File: src/rtl/cordic_pkg.sv
// Shared types and constants for the CORDIC job arbiter slice.
package cordic_pkg;

    typedef enum logic [1:0] {
        IDLE = 2'd0,
        RUN  = 2'd1,
        RESP = 2'd2
    } state_t;

    localparam int XY_W = 16;
    localparam int Z_W  = 32;

    localparam logic [Z_W-1:0] ANGLE_90  = 32'h4000_0000;
    localparam logic [Z_W-1:0] ANGLE_180 = 32'h8000_0000;

    // Two's complement negation where the most negative value saturates to the most positive.
    function automatic logic [XY_W-1:0] negSat(input logic [XY_W-1:0] v);
        logic [XY_W-1:0] mostNeg;
        mostNeg = {1'b1, {(XY_W-1){1'b0}}};
        if (v == mostNeg) begin
            return ~mostNeg;
        end
        return (~v) + XY_W'(1);
    endfunction

    // True for angles in the second or third quadrant, which lie outside the core's convergence range.
    function automatic logic needsPreRotate(input logic [Z_W-1:0] z);
        return (z[Z_W-1:Z_W-2] == ANGLE_90[Z_W-1:Z_W-2]) ||
               (z[Z_W-1:Z_W-2] == ANGLE_180[Z_W-1:Z_W-2]);
    endfunction

endpackage

File: src/rtl/cordic_rr_arbiter.sv
// Combinational round-robin pick: first valid requester at or after the pointer, wrapping.
module cordic_rr_arbiter #(
    parameter int NREQ = 4,
    parameter int IDW  = 2
) (
    input  logic [NREQ-1:0] req_valid,
    input  logic [IDW-1:0]  rr_ptr,
    output logic [NREQ-1:0] grant,
    output logic [IDW-1:0]  grant_idx,
    output logic            grant_any
);

    // Scan offsets from the far end back toward the pointer so the closest valid requester wins last.
    always_comb begin
        grant     = '0;
        grant_idx = '0;
        grant_any = 1'b0;
        for (int off = NREQ - 1; off >= 0; off--) begin
            int idx;
            idx = (int'(rr_ptr) + off) % NREQ;
            if (req_valid[IDW'(idx)]) begin
                grant            = '0;
                grant[IDW'(idx)] = 1'b1;
                grant_idx        = IDW'(idx);
                grant_any        = 1'b1;
            end
        end
    end

endmodule

File: src/rtl/cordic_job_arbiter.sv
// Shares one non-pipelined CORDIC core among NREQ requesters with round-robin arbitration.
// Optional macro CORDIC_ARB_QUADRANT_EN folds 90..270 degree jobs by 180 degrees before issue.
module cordic_job_arbiter
    import cordic_pkg::*;
#(
    parameter int NREQ    = 4,
    parameter int LATENCY = 16,
    parameter int IDW     = 2
) (
    input  logic                 clock,
    input  logic                 reset,
    input  logic [NREQ-1:0]      req_valid,
    output logic [NREQ-1:0]      req_ready,
    input  logic [XY_W*NREQ-1:0] req_x,
    input  logic [XY_W*NREQ-1:0] req_y,
    input  logic [Z_W*NREQ-1:0]  req_z,
    output logic                 rsp_valid,
    input  logic                 rsp_ready,
    output logic [IDW-1:0]       rsp_id,
    output logic [XY_W-1:0]      rsp_x,
    output logic [XY_W-1:0]      rsp_y,
    output logic [XY_W-1:0]      cor_xstart,
    output logic [XY_W-1:0]      cor_ystart,
    output logic [Z_W-1:0]       cor_zangle,
    input  logic [XY_W-1:0]      cor_xout,
    input  logic [XY_W-1:0]      cor_yout
);

    localparam int CNT_W = $clog2(LATENCY + 1);

    state_t            state;
    state_t            stateNext;
    logic [IDW-1:0]    rrPtr;
    logic [IDW-1:0]    jobId;
    logic [CNT_W-1:0]  counter;
    logic [NREQ-1:0]   grant;
    logic [IDW-1:0]    grantIdx;
    logic              grantAny;
    logic              handshake;
    logic              capture;
    logic              accept;
    logic [XY_W-1:0]   selX;
    logic [XY_W-1:0]   selY;
    logic [Z_W-1:0]    selZ;
    logic [XY_W-1:0]   loadX;
    logic [XY_W-1:0]   loadY;
    logic [Z_W-1:0]    loadZ;
    logic [IDW-1:0]    ptrAfterGrant;

    cordic_rr_arbiter #(
        .NREQ (NREQ),
        .IDW  (IDW)
    ) u_rr (
        .req_valid (req_valid),
        .rr_ptr    (rrPtr),
        .grant     (grant),
        .grant_idx (grantIdx),
        .grant_any (grantAny)
    );

    // Pull the granted requester's operands out of the packed input buses.
    always_comb begin
        selX = '0;
        selY = '0;
        selZ = '0;
        for (int i = 0; i < NREQ; i++) begin
            if (grantIdx == IDW'(i)) begin
                selX = req_x[i*XY_W +: XY_W];
                selY = req_y[i*XY_W +: XY_W];
                selZ = req_z[i*Z_W +: Z_W];
            end
        end
    end

`ifdef CORDIC_ARB_QUADRANT_EN
    // Fold far-quadrant angles by 180 degrees and negate the vector so the core stays convergent.
    always_comb begin
        loadX = selX;
        loadY = selY;
        loadZ = selZ;
        if (needsPreRotate(selZ)) begin
            loadX = negSat(selX);
            loadY = negSat(selY);
            loadZ = selZ ^ ANGLE_180;
        end
    end
`else
    // Operands go to the core bit-exact; callers keep angles inside +/-90 degrees.
    always_comb begin
        loadX = selX;
        loadY = selY;
        loadZ = selZ;
    end
`endif

    // Next requester in line after the one just granted, wrapping at NREQ.
    always_comb begin
        ptrAfterGrant = grantIdx + IDW'(1);
        if (grantIdx == IDW'(NREQ - 1)) begin
            ptrAfterGrant = '0;
        end
    end

    // Next-state and handshake decode; grants are only offered while idle.
    always_comb begin
        stateNext = state;
        req_ready = '0;
        handshake = 1'b0;
        capture   = 1'b0;
        accept    = 1'b0;
        case (state)
            IDLE: begin
                req_ready = grant;
                if (|(req_valid & grant)) begin
                    handshake = 1'b1;
                    stateNext = RUN;
                end
            end
            RUN: begin
                if (counter == '0) begin
                    capture   = 1'b1;
                    stateNext = RESP;
                end
            end
            RESP: begin
                if (rsp_valid && rsp_ready) begin
                    accept    = 1'b1;
                    stateNext = IDLE;
                end
            end
            default: stateNext = IDLE;
        endcase
    end

    // State register.
    always_ff @(posedge clock) begin
        if (reset) begin
            state <= IDLE;
        end else begin
            state <= stateNext;
        end
    end

    // Job datapath: latch operands on grant, count down the core latency, hold the result until taken.
    always_ff @(posedge clock) begin
        if (reset) begin
            rrPtr      <= '0;
            jobId      <= '0;
            counter    <= '0;
            cor_xstart <= '0;
            cor_ystart <= '0;
            cor_zangle <= '0;
            rsp_valid  <= 1'b0;
            rsp_id     <= '0;
            rsp_x      <= '0;
            rsp_y      <= '0;
        end else begin
            if (handshake) begin
                cor_xstart <= loadX;
                cor_ystart <= loadY;
                cor_zangle <= loadZ;
                jobId      <= grantIdx;
                counter    <= CNT_W'(LATENCY - 1);
                rrPtr      <= ptrAfterGrant;
            end
            if (state == RUN && counter != '0) begin
                counter <= counter - CNT_W'(1);
            end
            if (capture) begin
                rsp_x     <= cor_xout;
                rsp_y     <= cor_yout;
                rsp_id    <= jobId;
                rsp_valid <= 1'b1;
            end
            if (accept) begin
                rsp_valid <= 1'b0;
            end
        end
    end

endmodule

File: config.mk
export PLATFORM = sky130hd
export DESIGN_NAME = cordic_job_arbiter
export DESIGN_NICKNAME = d
export VERILOG_FILES = /design/src/rtl/cordic_pkg.sv /design/src/rtl/cordic_rr_arbiter.sv /design/src/rtl/cordic_job_arbiter.sv
export SDC_FILE = /design/constraint.sdc
export NUM_CORES = 1
export LEC_CHECK = 0
export BUFFER_PORTS_ARGS = -buffer_cell sky130_fd_sc_hd__buf_2
export CORE_AREA = 5 5 153 155
export DETAILED_ROUTE_END_ITERATION = 12
export DIE_AREA = 0 0 158 160
export PLACE_DENSITY = 0.64
export SLEW_MARGIN = 5
export SYNTH_ARGS = -nofsm -noshare
export SYNTH_HDL_FRONTEND = slang
export SYNTH_HIERARCHICAL = 1
export SYNTH_SLANG_ARGS = --single-unit
export TNS_END_PERCENT = 100
File: constraint.sdc
create_clock -name clock -period 4 [get_ports clock]
set_input_delay 0.8 -clock clock [delete_from_list [all_inputs] [get_ports clock]]
set_output_delay 0.8 -clock clock [all_outputs]
set_load 0.005 [all_outputs]
==> results.ini <==
[finish]
antenna_cells=0
fin_util_pct=42.1
final_nets=1525
area_growth_pct=37.1
nFillCells=2269
drive_gt1_share_pct=36.3

[clock_tree]
clock_latency_ns=0.35
h-tree-depth=3
cts_num_sinks=110
cts_tree=yes
cts_setup_buffers=0
clkSlewWorstSetupHoldPaths_ns=0.07
post_cts_resized=0
cts_buffers=9
root_buffer=clkbuf_16
cts.path.max_buffers=2
holdBufCountCts=0

[pwr]
vdd_drop_max_mv=0.349
p_per_area_nw_per_um2=610
p_leak_nw=4.14
power.share.clock_pct=15.9
p_sw_share_pct=42.9
p_sw_w=0.00239
combPwrFrac_pct=56.6
power.share.sequential_pct=27.5
power.internal_w=0.00318

[placed_design]
gp_congestion=0.871
dp_hpwl_mm=20.1
port_buffers=397

[synthesis]
synth_cells=881
synth.net_count=1189
yosys_warnings=6
synth_area_um2=6660
syn_avg_cell_area_um2=7.55

[floorplanning]
initial_core_util_pct=30.7
core_area_um2=21700
die_w_um=158
io-pin-count=398
die_area_um2=25300
die_y_um=160
placementRows=54

[sta]
worstMarginPinSlew_ns=1.20
fmax_mhz=274
post-route-min-period_ns=3.64
fin_setup_tns_ns=0
fin_skew_ns=0.00995
grt_setup_unrepaired=no
finalCritPeriodShare_pct=91.1
relSlewSlack_pct=20.2
setup_violations=0
hold_violations=0
final_max_slew_viol_count=0

[worst_setup_path]
cp-start-kind=flip-flop
crit_type=reg2out
reg2reg_depth=13
cp_max_fo=9
arrival_ns=2.84
end_kind=primary output
worstPathRequired_ns=3.20

[status]
status=finished, final reports clean

[drt]
wl_per_cell_um=18.0
drc=0
drt_wl_total_mm=26.9
final_antenna_net_count=0
vias=7878
dr.pass1.iters=5
drtIter0Drc=504
vias_per_cell=5.25

[worst_hold_path]
hold_path.class=reg2reg
hold_depth=2

[grt]
grt_max_degree=82
overflow=0
grt_usage_pct=19.8
grt_pass1_wl_mm=40.6
grt_pass1_vias=7514
antenna_found_initial=1

[run]
cap_violations=0

==> stage by stage <==
stage	cells	setup slack [ns]	hold WS [ns]	power [W]	instance area [um^2]
CTS	1501	0.359	0.454	0.00563	9120
global route	1501	0.181	0.471	0.00601	9120
global placement	1486	0.434	0.440	0.00468	8840
floorplan	881	0.657	0.432	0.00367	6660
finish	1501	0.356	0.453	0.00557	9120
detailed placement	1486	0.371	0.444	0.00472	8840
==> metal layers <==
| layer | vias to the layer above | global-route usage, % | share of wire (%) |
|---|---|---|---|
| met2 | 330 | 33.8 | 49 |
| met5 | - | 0 | 0.048 |
| met4 | 2 | 5.62 | 1.8 |
| met3 | 37 | 4.19 | 7.6 |
| met1 | 3669 | 25.2 | 42 |
| li1 | 3840 | - | - |
==> final cells by class <==
| cell class | count | area, um^2 | share of cell area (%) |
|---|---|---|---|
| clock buffers | 11 | 253 | 2.77 |
| clock inverters | 4 | 31.3 | 0.343 |
| inverters | 71 | 267 | 2.92 |
| multi-input cells | 609 | 3790 | 41.5 |
| flip-flops and latches | 110 | 2200 | 24.1 |
| well taps | 280 | 350 | 3.84 |
| repair buffers | 416 | 2230 | 24.5 |
==> worst paths after layout <==
path	startpoint	endpoint	slack, ns
setup / recovery	rrPtr[1]	req_ready[0]	0.36
hold / removal	rsp_y[4]	rsp_y[4]	0.45
setup reg to reg	rrPtr[1]	cor_ystart[5]	0.42
hold reg to reg	rsp_y[4]	rsp_y[4]	0.45
==> power by group through the flow <==
stage | clock network [W] | logic (W) | registers (W)
detailed placement | 0 | 0.00317 | 0.00155
CTS | 0.000923 | 0.00317 | 0.00153
finish | 0.000884 | 0.00315 | 0.00153
global route | 0.000966 | 0.00348 | 0.00156
global placement | 0 | 0.00314 | 0.00155
floorplan | 0 | 0.00211 | 0.00156
==> cells in the final DEF, fill, tap and decap left out, types with 3 or more instances in the layout <==
master        n
a211oi_1     69
a21oi_1     110
a221oi_1     64
a22o_1        3
and2_1        5
buf_12        8
buf_2       396
buf_4        12
clkbuf_16     9
clkinvlp_4    3
dfxtp_1     110
ha_1          9
ha_4          3
inv_1        71
mux2i_1       4
nand2_1      84
nand2b_1      3
nand3_1       3
nand3b_1     68
nor2_1       71
nor3_1       71
o21ai_0       6
==> registers in the layout (all words and copies together) (netlist names) <==
name	cells
rsp_x	16
cor_zangle	32
cor_ystart	16
jobId	2
counter	5
rsp_valid	1
rrPtr	2
cor_xstart	16
rsp_y	16
state	2
rsp_id	2
==> worst max-delay path, cell delays in order, from the launching register on <==
cell	delay, ns
dfxtp_1	0.34
inv_1	0.16
ha_1	0.50
mux4_2	0.44
or4b_1	0.49
a22o_1	0.23
nand3_1	0.09
and2_1	0.13
buf_2	0.12
Power figures use the tool's default switching activity.
